<file path="config.mk">
export PLATFORM = sky130hd
export DESIGN_NAME = h264_mem_arb_flat
export DESIGN_NICKNAME = d
export VERILOG_FILES = /design/src/rtl/h264_mem_arb_if.sv /design/src/rtl/h264_mem_arb.sv /design/src/flat_wrapper.sv
export SDC_FILE = /design/constraint.sdc
export NUM_CORES = 1
export LEC_CHECK = 0
export CAP_MARGIN = 5
export CORE_ASPECT_RATIO = 1.75
export CORE_MARGIN = 2
export CORE_UTILIZATION = 44
export CTS_BUF_LIST = sky130_fd_sc_hd__clkbuf_16
export CTS_CLUSTER_DIAMETER = 60
export DETAILED_ROUTE_END_ITERATION = 10
export GPL_TIMING_DRIVEN = 1
export PLACE_DENSITY = 0.81
export SLEW_MARGIN = 30
export SYNTH_ARGS = -nofsm -noshare
export SYNTH_HDL_FRONTEND = slang
export SYNTH_SLANG_ARGS = --single-unit
</file>
<file path="constraint.sdc">
create_clock -name clk -period 2.75 [get_ports clk]
set_input_delay 0.6875 -clock clk [delete_from_list [all_inputs] [get_ports clk]]
set_output_delay 0.6875 -clock clk [all_outputs]
set_load 0.005 [all_outputs]
</file>
<file path="src/rtl/h264_mem_arb_if.sv">
// rtl/h264_mem_arb_if.sv - fetch/packer/memory handshake bundle for the H.264 memory arbiter
interface h264_mem_arb_if #(
    parameter int AW = 32,
    parameter int DW = 32
);
    logic          rd_req;
    logic [AW-1:0] rd_addr;
    logic [4:0]    rd_len;
    logic          rd_gnt;
    logic          rd_valid;
    logic [DW-1:0] rd_data;
    logic          rd_done;

    logic          wr_req;
    logic [AW-1:0] wr_addr;
    logic [DW-1:0] wr_data;
    logic          wr_gnt;

    logic          mem_req;
    logic          mem_we;
    logic [AW-1:0] mem_addr;
    logic [DW-1:0] mem_wdata;
    logic          mem_ack;
    logic          mem_rvalid;
    logic [DW-1:0] mem_rdata;

    logic          err;

    // Arbiter side
    modport slave (
        input  rd_req, rd_addr, rd_len, wr_req, wr_addr, wr_data,
        input  mem_ack, mem_rvalid, mem_rdata,
        output rd_gnt, rd_valid, rd_data, rd_done, wr_gnt,
        output mem_req, mem_we, mem_addr, mem_wdata, err
    );

    // Requester and memory side
    modport master (
        output rd_req, rd_addr, rd_len, wr_req, wr_addr, wr_data,
        output mem_ack, mem_rvalid, mem_rdata,
        input  rd_gnt, rd_valid, rd_data, rd_done, wr_gnt,
        input  mem_req, mem_we, mem_addr, mem_wdata, err
    );
endinterface

</file>
<file path="src/rtl/h264_mem_arb.sv">
// rtl/h264_mem_arb.sv - round-robin arbiter between fetch read bursts and packer single writes
module h264_mem_arb #(
    parameter int AW        = 32,
    parameter int DW        = 32,
    parameter int MAX_BURST = 16
) (
    input  logic           clk,
    input  logic           rst,
    h264_mem_arb_if.slave  bus
);
    typedef enum logic [1:0] {IDLE, RD_CMD, RD_WAIT, WR} state_t;

    localparam logic       OWN_RD  = 1'b0;
    localparam logic       OWN_WR  = 1'b1;
    localparam logic [4:0] MAX_LEN = 5'(MAX_BURST);

    state_t        state;
    logic          last_owner;
    logic [4:0]    rem_cmd;
    logic [4:0]    rem_beat;

    logic          rd_gnt_q;
    logic          wr_gnt_q;
    logic          rd_valid_q;
    logic          rd_done_q;
    logic [DW-1:0] rd_data_q;
    logic          mem_req_q;
    logic          mem_we_q;
    logic [AW-1:0] mem_addr_q;
    logic [DW-1:0] mem_wdata_q;
    logic          err_q;

    logic          pick_rd;
    logic          pick_wr;
    logic [4:0]    clamp_len;
    logic          cmd_fire;
    logic          beat_ok;
    logic          beat_bad;
    logic          last_beat;

    // Grant choice, burst length clamp and per-cycle event decode
    always_comb begin
        pick_rd   = bus.rd_req && (!bus.wr_req || last_owner == OWN_WR);
        pick_wr   = bus.wr_req && !pick_rd;
        clamp_len = bus.rd_len;
        if (bus.rd_len == 5'd0) begin
            clamp_len = 5'd1;
        end else if (bus.rd_len > MAX_LEN) begin
            clamp_len = MAX_LEN;
        end
        // Acks only count while a command is actually being offered
        cmd_fire  = mem_req_q && bus.mem_ack;
        // A return is only accepted inside a read burst with beats still owed
        beat_ok   = bus.mem_rvalid && (state == RD_CMD || state == RD_WAIT) && (rem_beat != 5'd0);
        beat_bad  = bus.mem_rvalid && !beat_ok;
        last_beat = beat_ok && (rem_beat == 5'd1);
    end

    // Arbitration FSM with registered outputs
    always_ff @(posedge clk or negedge rst) begin
        if (!rst) begin
            state       <= IDLE;
            last_owner  <= OWN_WR;
            rem_cmd     <= 5'd0;
            rem_beat    <= 5'd0;
            rd_gnt_q    <= 1'b0;
            wr_gnt_q    <= 1'b0;
            rd_valid_q  <= 1'b0;
            rd_done_q   <= 1'b0;
            rd_data_q   <= '0;
            mem_req_q   <= 1'b0;
            mem_we_q    <= 1'b0;
            mem_addr_q  <= '0;
            mem_wdata_q <= '0;
            err_q       <= 1'b0;
        end else begin
            rd_gnt_q   <= 1'b0;
            wr_gnt_q   <= 1'b0;
            rd_valid_q <= 1'b0;
            rd_done_q  <= 1'b0;

            if (beat_bad) begin
                err_q <= 1'b1;
            end
            if (beat_ok) begin
                rd_valid_q <= 1'b1;
                rd_data_q  <= bus.mem_rdata;
                rem_beat   <= rem_beat - 5'd1;
                if (last_beat) begin
                    rd_done_q <= 1'b1;
                end
            end

            case (state)
                IDLE: begin
                    if (pick_rd) begin
                        rd_gnt_q   <= 1'b1;
                        mem_addr_q <= bus.rd_addr;
                        rem_cmd    <= clamp_len;
                        rem_beat   <= clamp_len;
                        last_owner <= OWN_RD;
                        mem_req_q  <= 1'b1;
                        mem_we_q   <= 1'b0;
                        state      <= RD_CMD;
                    end else if (pick_wr) begin
                        wr_gnt_q    <= 1'b1;
                        mem_addr_q  <= bus.wr_addr;
                        mem_wdata_q <= bus.wr_data;
                        last_owner  <= OWN_WR;
                        mem_req_q   <= 1'b1;
                        mem_we_q    <= 1'b1;
                        state       <= WR;
                    end
                end
                RD_CMD: begin
                    if (cmd_fire && rem_cmd != 5'd0) begin
                        mem_addr_q <= mem_addr_q + AW'(4);
                        rem_cmd    <= rem_cmd - 5'd1;
                    end
                    if (last_beat) begin
                        mem_req_q <= 1'b0;
                        state     <= IDLE;
                    end else if (cmd_fire && rem_cmd == 5'd1) begin
                        mem_req_q <= 1'b0;
                        state     <= RD_WAIT;
                    end
                end
                RD_WAIT: begin
                    if (last_beat) begin
                        state <= IDLE;
                    end
                end
                WR: begin
                    if (cmd_fire) begin
                        mem_req_q <= 1'b0;
                        mem_we_q  <= 1'b0;
                        state     <= IDLE;
                    end
                end
                default: state <= IDLE;
            endcase
        end
    end

    assign bus.rd_gnt    = rd_gnt_q;
    assign bus.wr_gnt    = wr_gnt_q;
    assign bus.rd_valid  = rd_valid_q;
    assign bus.rd_done   = rd_done_q;
    assign bus.rd_data   = rd_data_q;
    assign bus.mem_req   = mem_req_q;
    assign bus.mem_we    = mem_we_q;
    assign bus.mem_addr  = mem_addr_q;
    assign bus.mem_wdata = mem_wdata_q;
    assign bus.err       = err_q;
endmodule
</file>
<file path="src/flat_wrapper.sv">
// flat-port wrapper written by rule: the top's interface ports become plain ports
module h264_mem_arb_flat 
#(
    parameter int AW        = 32,
    parameter int DW        = 32,
    parameter int MAX_BURST = 16
)
  (clk, rst, bus_rd_req, bus_rd_addr, bus_rd_len, bus_wr_req, bus_wr_addr, bus_wr_data, bus_mem_ack, bus_mem_rvalid, bus_mem_rdata, bus_rd_gnt, bus_rd_valid, bus_rd_data, bus_rd_done, bus_wr_gnt, bus_mem_req, bus_mem_we, bus_mem_addr, bus_mem_wdata, bus_err);
  h264_mem_arb_if #(.AW(AW), .DW(DW)) bus_i ();
  input  logic clk;
  input  logic rst;
  input wire logic [$bits(bus_i.rd_req)-1:0] bus_rd_req;
  input wire logic [$bits(bus_i.rd_addr)-1:0] bus_rd_addr;
  input wire logic [$bits(bus_i.rd_len)-1:0] bus_rd_len;
  input wire logic [$bits(bus_i.wr_req)-1:0] bus_wr_req;
  input wire logic [$bits(bus_i.wr_addr)-1:0] bus_wr_addr;
  input wire logic [$bits(bus_i.wr_data)-1:0] bus_wr_data;
  input wire logic [$bits(bus_i.mem_ack)-1:0] bus_mem_ack;
  input wire logic [$bits(bus_i.mem_rvalid)-1:0] bus_mem_rvalid;
  input wire logic [$bits(bus_i.mem_rdata)-1:0] bus_mem_rdata;
  output wire logic [$bits(bus_i.rd_gnt)-1:0] bus_rd_gnt;
  output wire logic [$bits(bus_i.rd_valid)-1:0] bus_rd_valid;
  output wire logic [$bits(bus_i.rd_data)-1:0] bus_rd_data;
  output wire logic [$bits(bus_i.rd_done)-1:0] bus_rd_done;
  output wire logic [$bits(bus_i.wr_gnt)-1:0] bus_wr_gnt;
  output wire logic [$bits(bus_i.mem_req)-1:0] bus_mem_req;
  output wire logic [$bits(bus_i.mem_we)-1:0] bus_mem_we;
  output wire logic [$bits(bus_i.mem_addr)-1:0] bus_mem_addr;
  output wire logic [$bits(bus_i.mem_wdata)-1:0] bus_mem_wdata;
  output wire logic [$bits(bus_i.err)-1:0] bus_err;
  assign bus_i.rd_req = bus_rd_req;
  assign bus_i.rd_addr = bus_rd_addr;
  assign bus_i.rd_len = bus_rd_len;
  assign bus_i.wr_req = bus_wr_req;
  assign bus_i.wr_addr = bus_wr_addr;
  assign bus_i.wr_data = bus_wr_data;
  assign bus_i.mem_ack = bus_mem_ack;
  assign bus_i.mem_rvalid = bus_mem_rvalid;
  assign bus_i.mem_rdata = bus_mem_rdata;
  assign bus_rd_gnt = bus_i.rd_gnt;
  assign bus_rd_valid = bus_i.rd_valid;
  assign bus_rd_data = bus_i.rd_data;
  assign bus_rd_done = bus_i.rd_done;
  assign bus_wr_gnt = bus_i.wr_gnt;
  assign bus_mem_req = bus_i.mem_req;
  assign bus_mem_we = bus_i.mem_we;
  assign bus_mem_addr = bus_i.mem_addr;
  assign bus_mem_wdata = bus_i.mem_wdata;
  assign bus_err = bus_i.err;
  h264_mem_arb #(.AW(AW), .DW(DW), .MAX_BURST(MAX_BURST)) u_core (.clk(clk), .rst(rst), .bus(bus_i));
endmodule
</file>
### Yosys cells after proc, flatten, opt, wreduce, memory -nomap -nowiden

Index checks and enable logic that the tools add are counted.

| storage, ports and cells | value |
|---|---|
| bits in read-only memories | 0 |
| bits in latches | 0 |
| memory bits (writable) | 0 |
| bits of input ports | 139 |
| register bits | 116 |
| word-level logic and storage cells | 94 |
| memories kept | 0 |

| cells by class | value |
|---|---|
| shift operators | 0 |
| $mul | 0 |
| muxes and demuxes | 35 |
| equality and inequality tests | 11 |
| bitwise logic cells | 1 |
| add/subtract/negate cells | 3 |
| div/mod/pow operators | 0 |
| reductions and logical operators | 29 |
| magnitude comparators | 1 |

Operator list:

| kind | count |
|---|---|
| 32-bit two-way mux | 3 |
| 32-bit case mux with 2 select lines | 1 |
| 5-bit two-way mux | 7 |
| 32-bit by 3-bit adder with 32-bit output, second input constant | 1 |
| 1-bit two-way mux | 14 |
| 2-bit two-way mux | 6 |
| 3-bit AND reduction | 4 |
| 5-bit by 1-bit == test with 1-bit output, second input constant | 2 |
| 5-bit case mux with 2 select lines | 1 |
| 5-bit nonzero test | 2 |
| 5-bit by 1-bit subtractor with 5-bit output, second input constant | 2 |
| 1-bit logical AND | 9 |
| 2-bit case mux with 4 select lines | 1 |
| 4-bit AND reduction | 2 |
| 2-bit by 1-bit != test with 1-bit output, second input constant | 3 |
| 2-bit nonzero test | 3 |
| 5-bit greater-than comparator, second input constant | 1 |
| 5-bit zero test | 1 |
| 2-bit == test, second input constant | 2 |
| 1-bit zero test | 3 |
| 3-bit by 1-bit != test with 1-bit output, second input constant | 1 |
| 3-bit by 2-bit != test with 1-bit output, second input constant | 1 |
| 1-bit case mux with 3 select lines | 1 |
| 3-bit nonzero test | 1 |
| 7 further kinds | 8 |

### Depth between registers and ports, before layout

Gate-level depths: netlist (run 1).

| depth | value |
|---|---|
| word-level depth | 8 |
| gate-level depth with buffers | 9 |
| depth with buffers taken out | 8 |

### Least setup slack after synthesis (run 1)

Ideal clock, no wire load.

| timing | value |
|---|---|
| path kind | reg2reg |
| from | reg u_core.rem_cmd[0] |
| to | reg u_core.mem_addr_q[15] (netlist: u_core.bus.mem_addr[15]) |
| required time | 2624 ps |
| slack | 603 ps |
| stages on the path, launching flop included | 8 |
| buffers on the path | 0 |
| library setup time | 126 ps |
| data arrival time | 2021 ps |
| cell sequence | dfrtp_1 > inv_1 > ha_1 > or4b_4 > and2_1 > nand4_1 > mux2_1 > a221o_1 |

| between the ends | value |
|---|---|
| cells in the longest elaborated chain, start to end | 4 |

Ends and longest elaborated chain:

| item | line | text |
|---|---|---|
| from (decl) | h264_mem_arb.sv:19 | `logic [4:0] rem_cmd;` |
| from (signal assigned) | h264_mem_arb.sv:99 | `rem_cmd <= clamp_len;` |
| from (signal assigned) | h264_mem_arb.sv:118 | `rem_cmd <= rem_cmd - 5'd1;` |
| 5-bit nonzero test | h264_mem_arb.sv:116 | `if (cmd_fire && rem_cmd != 5'd0) begin` |
| 1-bit logical AND | h264_mem_arb.sv:116 |  |
| 2-bit != test (no source line) | -- |  |
| 3-bit AND reduction (no source line) | -- |  |
| to (signal assigned) | h264_mem_arb.sv:98 | `mem_addr_q <= bus.rd_addr;` |
| to (signal assigned) | h264_mem_arb.sv:107 | `mem_addr_q <= bus.wr_addr;` |
| to (signal assigned) | h264_mem_arb.sv:117 | `mem_addr_q <= mem_addr_q + AW'(4);` |
| to (decl) | h264_mem_arb.sv:29 | `logic [AW-1:0] mem_addr_q;` |

Every way passes these cells.
A chain may end at the register's enable or synchronous reset.

### Final worst setup path (run 1)

| timing | value |
|---|---|
| from | reg u_core.state[0] |
| to | reg u_core.mem_addr_q[17] (netlist: u_core.bus.mem_addr[17]) |

| between the ends | value |
|---|---|
| cells in the longest elaborated chain, start to end | 3 |
| elaborated cells on any way between the ends | 7 |
| those cells by class | eq/ne (3); mux (1); reduce/logical (3) |

Ends and longest elaborated chain:

| item | line | text |
|---|---|---|
| from (decl) | h264_mem_arb.sv:17 | `state_t state;` |
| from (signal assigned) | h264_mem_arb.sv:62 | `state <= IDLE;` |
| from (signal assigned) | h264_mem_arb.sv:104 | `state <= RD_CMD;` |
| from (signal assigned) | h264_mem_arb.sv:112 | `state <= WR;` |
| 2-bit by 1-bit == test with 1-bit output or 2-bit zero test (tied branches) | h264_mem_arb.sv:94 | `case (state)` |
| 2-bit != test (no source line), or another cell as far along | -- |  |
| 3-bit AND reduction (no source line) | -- |  |

Several ways; a longest one is shown, not always the timed one.

==> flow_summary.json, run 1 <==
{
  "min_path_type": "in2async",
  "dp_hpwl_um": 14900,
  "fillers": 1007,
  "synth.top_cell.area_share_pct": 47.8,
  "wl_met1_um": 6550,
  "placed_cell_area_um2": 8760,
  "cp-endpoint": "u_core.bus.mem_addr[17]$_DFFE_PN0P_",
  "rsz0062_at_grt": "no",
  "grt_max_degree": 47,
  "path_buf_inv": 2,
  "worst-setup-path-type": "reg2reg",
  "core_area_um2": 13400,
  "ys_warn_count": 0,
  "drt-initial-drc-count": 474,
  "final_area_um2": 9350,
  "vias_per_cell": 5.62,
  "cts_num_sinks": 116,
  "clockBufferDepth": 2,
  "dr_wl_met2_um": 11000,
  "io-pin-count": 242,
  "synth_seq_area_share_pct": 48.2,
  "fp.dieH_um": 159,
  "power_density_nw_per_um2": 472,
  "worstReg2RegStart": "u_core.state[0]$_DFFE_PN0P_",
  "grt_pass1_vias": 6224,
  "htreeDepth": 4,
  "wl_um": 19800,
  "die_area_um2": 14700,
  "gr-total-overflow": 0,
  "cts_root_buf": "clkbuf_16",
  "synth_edf_count": 0,
  "remaining_drc_errors": 0,
  "max_cap_viol_count": 0,
  "post-place-ws_ns": 0.00472,
  "slowest_stage": "or3b_2",
  "wl_met3_um": 1270,
  "synth_flop_cell": "dfrtp_1",
  "die_x_um": 92.4,
  "r2r_cells": 8,
  "ys_top_cells_by_count": "147 x nand2_1, 115 x dfrtp_1, 43 x mux2_2",
  "dp_cells": 1030,
  "hold_buffers": 0,
  "multiInputGateArea_um2": 2900,
  "ys_types": 71,
  "arrival_ns": 2.71,
  "final_cells": 1062,
  "r2r-end": "u_core.bus.mem_addr[17]$_DFFE_PN0P_",
  "path_clk_slew_ns": 0.06,
  "final_antenna_net_count": 0,
  "synth_nets": 769,
  "syn_avg_cell_area_um2": 9.71,
  "ir_drop_uv": 465,
  "worstSetupEndpointType": "register",
  "synthArstFlopShare_pct": 100,
  "ys_seq_elements": 116,
  "synth.most_common_cell": "nand2_1",
  "initial_core_util_pct": 45.0,
  "grt_util_all_layers_pct": 27.5,
  "clock_latency_ns": 0.41,
  "cpPeakStageDelay_ns": 0.49,
  "startpoint": "u_core.state[0]$_DFFE_PN0P_",
  "fin_crit_ns": 2.45,
  "clock.fmax_ghz": 0.409,
  "layout_setup_ws_ns": 0.305,
  "area_delta_synth_final_pct": 55.2,
  "synthTopCellsByArea": "dfrtp_1 48%, nand2_1 9.2%, mux2_2 8.0%",
  "cp.required_ns": 3.01,
  "status": "completed",
  "timing.final.crit_share_pct": 88.9,
  "setup_viol_count_final": 0,
  "crit_family": "simple AND/OR/NAND/NOR gates",
  "wl_per_cell_um": 18.7,
  "hold_violations": 0,
  "cts_tree": "built",
  "worst_pin_slew_ns": 0.635,
  "r2r_slack_ns": 0.30,
  "leakage_nw": 4.16,
  "seqCellArea_um2": 2900,
  "rows": 56,
  "synthesis.area_um2": 6020,
  "critical_path_depth": 8,
  "netlist_instances": 620,
  "yosysTopAreaCell": "dfrtp_1",
  "cts_buffers": 17,
  "nets": 1024,
  "drive_gt1_share_pct": 14.0,
  "diodes": 0,
  "port_buffers": 241,
  "crit_chain": "inv_1, ha_1, or3b_2, o21ai_1, buf_4, nor2_1, mux2i_1, o221ai_1",
  "final.setup.tns_ns": 0,
  "antenna_found_initial": 0,
  "start_kind": "register",
  "first_pass_iters": 5,
  "fin_skew_ns": 0.00960,
  "gp_congestion": 0.999,
  "num_vias": 5970,
  "top_layer": "met4",
  "maxSlewViolCount": 0,
  "cp_max_fo": 9,
  "grt_pass1_wl_um": 31700,
  "maxSlewHeadroom_pct": 57.3
}
-- logic make-up (layout without fill, tap and decap cells) --
group                    count (synthesis)  count (layout)  share of synthesized area, %
buffers and inverters                   51             319                          3.61
multiplexers                            64              64                          11.6
AND/OR/NAND/NOR                        258             258                          20.2
flip-flops                             116             116                          48.2
AO/OA/AOI/OAI                          117             117                          13.8
adder cells (fa/ha/maj)                 10              10                          2.08
XOR/XNOR                                 4               4                         0.582
-- area by class of cell --
type                       instances  area share (%)
sequential                       116            31.1
tap                              174            2.33
inverter                          14           0.562
timing repair buffer             273            28.7
clock inverter                    15            1.69
multi-input combinational        453            31.1
clock buffer                      17            4.55
-- repair_timing --
action                                  4_1_cts  5_1_grt
endpoints found under the setup margin        0        1
setup buffers                                 0        0
gates resized for setup                       0        1
hold endpoints to repair                      0        0
-- power by group --
group | internal (mW) | switching, mW | leakage (nW)
combinational | 0.305 | 0.147 | 2.39
clock | 1.34 | 0.831 | 0.271
sequential | 1.75 | 0.0379 | 1.50
-- sequential cells by signal, indices dropped and copies added (netlist names) --
name / flops
u_core.bus.rd_done: 1
u_core.bus.mem_wdata: 32
u_core.bus.mem_we: 1
u_core.bus.rd_valid: 1
u_core.state: 2
u_core.bus.wr_gnt: 1
u_core.rem_cmd: 5
u_core.bus.err: 1
u_core.last_owner: 1
u_core.rem_beat: 5
u_core.bus.mem_req: 1
u_core.bus.rd_data: 32
u_core.bus.rd_gnt: 1
u_core.bus.mem_addr: 32
-- worst min-delay path by stage --
stage                          startpoint                                  to  slack [ns]  depth (start not counted)
3_5_place_dp   u_core.bus.err$_DFFE_PN0P_          u_core.bus.err$_DFFE_PN0P_        0.46                          1
6_report                              rst  u_core.bus.mem_addr[0]$_DFFE_PN0P_        0.24                          1
4_1_cts                               rst  u_core.bus.mem_addr[3]$_DFFE_PN0P_        0.24                          1
2_1_floorplan                         rst          u_core.bus.err$_DFFE_PN0P_        0.39                          0
5_1_grt                               rst  u_core.bus.mem_addr[1]$_DFFE_PN0P_        0.25                          1
3_3_place_gp   u_core.bus.err$_DFFE_PN0P_          u_core.bus.err$_DFFE_PN0P_        0.44                          1
-- metal layers --
layer,track usage (%),up-vias
li1,-,2735
met1,27.6,2841
met2,51.4,308
met3,6.02,86
met4,14.0,0
met5,0,-
-- cell usage in the layout, fill, tap and decap left out, types with 3 or more instances in the layout --
cell type / count
a221o_1: 4
mux2i_1: 20
nand3_1: 16
clkinvlp_4: 5
a22oi_1: 4
inv_1: 12
dfrtp_1: 115
and2_1: 4
o221a_2: 4
buf_12: 3
a211oi_1: 9
clkbuf_16: 17
a21o_1: 4
nor2_1: 28
ha_1: 10
nor3_1: 12
buf_4: 30
nand2_1: 147
o21ai_0: 21
and4_1: 4
nor2b_1: 3
nor4_1: 6
clkdlybuf4s50_1: 240
a21oi_1: 21
a31oi_1: 7
and3_1: 8
o22ai_1: 4
mux2_2: 43
o221ai_1: 7
a41oi_1: 4
nand4_1: 11
-- metrics by stage --
| step | hold slack [ns] | util [%] | total power [mW] |
|---|---|---|---|
| after floorplan | 0.392 | - | 1.91 |
| after global placement | 0.443 | 65.5 | 2.26 |
| after detailed placement | 0.456 | 65.5 | 2.27 |
| after CTS | 0.236 | 69.8 | 4.45 |
| after global routing | 0.252 | 69.9 | 4.57 |
| final | 0.238 | 69.9 | 4.41 |
Power figures use the tool's default switching activity.
==> run 2: changes to the inputs <==
--- a/config.mk
+++ b/config.mk
@@ -14,6 +14,7 @@
 export DETAILED_ROUTE_END_ITERATION = 10
 export GPL_TIMING_DRIVEN = 1
 export PLACE_DENSITY = 0.81
+export SETUP_SLACK_MARGIN = 0.1
 export SLEW_MARGIN = 30
 export SYNTH_ARGS = -nofsm -noshare
 export SYNTH_HDL_FRONTEND = slang
==> results of run 2 <==
Final layout, timing and power as in run 1 (identical DEF).
==> run 3: changes to the inputs <==
--- a/config.mk
+++ b/config.mk
@@ -5,15 +5,16 @@
 export SDC_FILE = /design/constraint.sdc
 export NUM_CORES = 1
 export LEC_CHECK = 0
-export CAP_MARGIN = 5
+export ABC_CLOCK_PERIOD_IN_PS = 3000
+export CAP_MARGIN = 20
 export CORE_ASPECT_RATIO = 1.75
 export CORE_MARGIN = 2
-export CORE_UTILIZATION = 44
+export CORE_UTILIZATION = 45
 export CTS_BUF_LIST = sky130_fd_sc_hd__clkbuf_16
 export CTS_CLUSTER_DIAMETER = 60
 export DETAILED_ROUTE_END_ITERATION = 10
 export GPL_TIMING_DRIVEN = 1
-export PLACE_DENSITY = 0.81
+export PLACE_DENSITY = 0.83
 export SETUP_SLACK_MARGIN = 0.1
 export SLEW_MARGIN = 30
 export SYNTH_ARGS = -nofsm -noshare
==> constraint.sdc (replaced) <==
create_clock -name clk -period 3 [get_ports clk]
set_input_delay 0.75 -clock clk [delete_from_list [all_inputs] [get_ports clk]]
set_output_delay 0.75 -clock clk [all_outputs]
set_load 0.005 [all_outputs]
==> run 3 against run 2 <==
Compared with the run above:
- clock power is 8% lower
- die area is 2.1% lower
- clock-buffer cell count stayed put
- register-to-register slack better by 0.24 ns
- first-iteration DRC count is 31% lower
- core utilization is 1.2 points higher
- wire length is 3.1% lower
- sequential power is 8% lower
==> flow_summary.json, run 3 (synthesized netlist as in run 1, its figures left out) <==
{
  "status": "completed",
  "worst_pin_slew_ns": 0.779,
  "worst-setup-path-type": "reg2reg",
  "fin_skew_ns": 0.00750,
  "clockBufferDepth": 2,
  "p_int_mw": 3.10,
  "wl_um": 19200,
  "post_cts_buffers": 0,
  "cts_root_buf": "clkbuf_16",
  "worstReg2RegStart": "u_core.state[0]$_DFFE_PN0P_",
  "final_area_um2": 9240,
  "worstSetupEndpointType": "register",
  "fin_crit_ns": 2.45,
  "layout_commonest_cell": "clkdlybuf4s50_1",
  "dp_hpwl_um": 14400,
  "crit_chain": "inv_1, ha_1, or3b_2, o21ai_1, buf_4, nor4b_1, o21ai_0, o221ai_1",
  "startpoint": "u_core.state[0]$_DFFE_PN0P_",
  "area_delta_synth_final_pct": 53.5,
  "wl_per_cell_um": 18.4,
  "maxSlewHeadroom_pct": 47.9,
  "die_x_um": 91.4,
  "critical_path_depth": 8,
  "switching_power_mw": 0.921,
  "final_antenna_net_count": 0,
  "port_buffers": 241,
  "cts_buffers": 17,
  "leakage_nw": 4.10,
  "final_cell_mix": "240 x clkdlybuf4s50_1, 147 x nand2_1, 115 x dfrtp_1",
  "start_kind": "register",
  "num_vias": 5879,
  "clock.fmax_ghz": 0.407,
  "swShare_pct": 22.9,
  "setup_viol_count_final": 0,
  "r2r_cells": 8,
  "gr-total-overflow": 0,
  "drive_gt1_share_pct": 12.6,
  "initial_core_util_pct": 46.3,
  "power_density_nw_per_um2": 436,
  "grt_pass1_vias": 6157,
  "hold_buffers": 0,
  "die_area_um2": 14400,
  "hold_violations": 0,
  "placed_cell_area_um2": 8660,
  "min_path_type": "in2async",
  "cpPeakStageDelay_ns": 0.49,
  "gp_congestion": 0.912,
  "antenna_found_initial": 0,
  "remaining_drc_errors": 0,
  "maxSlewViolCount": 0,
  "final.setup.tns_ns": 0,
  "p_seq_share_pct": 40.6,
  "fillers": 959,
  "grt_max_degree": 50,
  "grt_util_all_layers_pct": 26.6,
  "cts_tree": "built",
  "path_clk_slew_ns": 0.06,
  "arrival_ns": 2.70,
  "fp.dieH_um": 157,
  "core_area_um2": 13000,
  "r2r_slack_ns": 0.55,
  "rows": 55,
  "htreeDepth": 4,
  "cp.required_ns": 3.24,
  "drt-initial-drc-count": 328,
  "nets": 1011,
  "ctsResizeCount": 0,
  "final_cells": 1046,
  "cp_max_fo": 13,
  "diodes": 0,
  "rsz0062_at_grt": "no",
  "dp_cells": 1014,
  "slowest_stage": "or3b_2",
  "path_buf_inv": 2,
  "first_pass_iters": 6,
  "max_cap_viol_count": 0,
  "timing.final.crit_share_pct": 81.8,
  "cts_num_sinks": 116,
  "io-pin-count": 242,
  "crit_family": "compound AO/OA/AOI/OAI gates",
  "clockPowerShare_pct": 49.3,
  "p_total_mw": 4.03,
  "vias_per_cell": 5.62,
  "power_frac_comb_pct": 10.1,
  "grt_pass1_wl_um": 30300,
  "clock_latency_ns": 0.41,
  "ir_drop_uv": 362
}
## run 3: cell types whose count changed in the layout (fill, tap and decap cells not counted), sizes merged
cell,change
clkinvlp,-2
inv,+1
buf,-13
clkinv,+1
## run 3: cell type report
type	count	area (µm²)	area share, %
inverters	14	52.6	0.568
well taps	171	214	2.31
multi-input cells	453	2900	31.4
clock inverters	15	158	1.71
flip-flops and latches	116	2900	31.4
clock buffers	17	425	4.60
repair buffers	260	2590	28.0
## run 3: path summary, 6_finish.rpt
path,to
hold reg to reg,u_core.bus.err$_DFFE_PN0P_
min in group clk,u_core.bus.err$_DFFE_PN0P_
max in group asynchronous,u_core.last_owner$_DFFE_PN1P_
setup reg to reg,u_core.bus.mem_addr[6]$_DFFE_PN0P_
hold / removal,u_core.bus.mem_wdata[29]$_DFFE_PN0P_
setup / recovery,u_core.bus.mem_addr[6]$_DFFE_PN0P_
## run 3: worst reg2reg max path: cells and delay by family, from the launching register on
family / cells / cell delay [ns]
compound gates: 3 / 0.59
buf+inv: 2 / 0.41
flops: 1 / 0.40
fa+ha+maj: 1 / 0.33
simple gates: 2 / 0.58
## run 3: metal layers
layer	global-route usage, %	wire length [µm]
met1	26.8	6600
met2	50.3	10700
met3	6.46	1170
met4	13.3	771
met5	0	0
## run 3: per-stage QoR
| step | util [%] | hold WS, ns | setup WS, ns |
|---|---|---|---|
| finish | 71.1 | 0.295 | 0.546 |
| global route | 71.1 | 0.316 | 0.431 |
| CTS | 71.1 | 0.297 | 0.561 |
| detailed placement | 66.6 | 0.456 | 0.184 |
| global placement | 66.6 | 0.441 | 0.231 |
| floorplan | - | 0.451 | 0.808 |
## run 3: power groups by stage
stage	Combinational (mW)	Clock, mW	Sequential (mW)
6_report	0.405	1.99	1.64
3_3_place_gp	0.398	0	1.66
2_1_floorplan	0.0902	0	1.66
5_1_grt	0.434	2.08	1.64
3_5_place_dp	0.406	0	1.66
4_1_cts	0.408	2.01	1.64
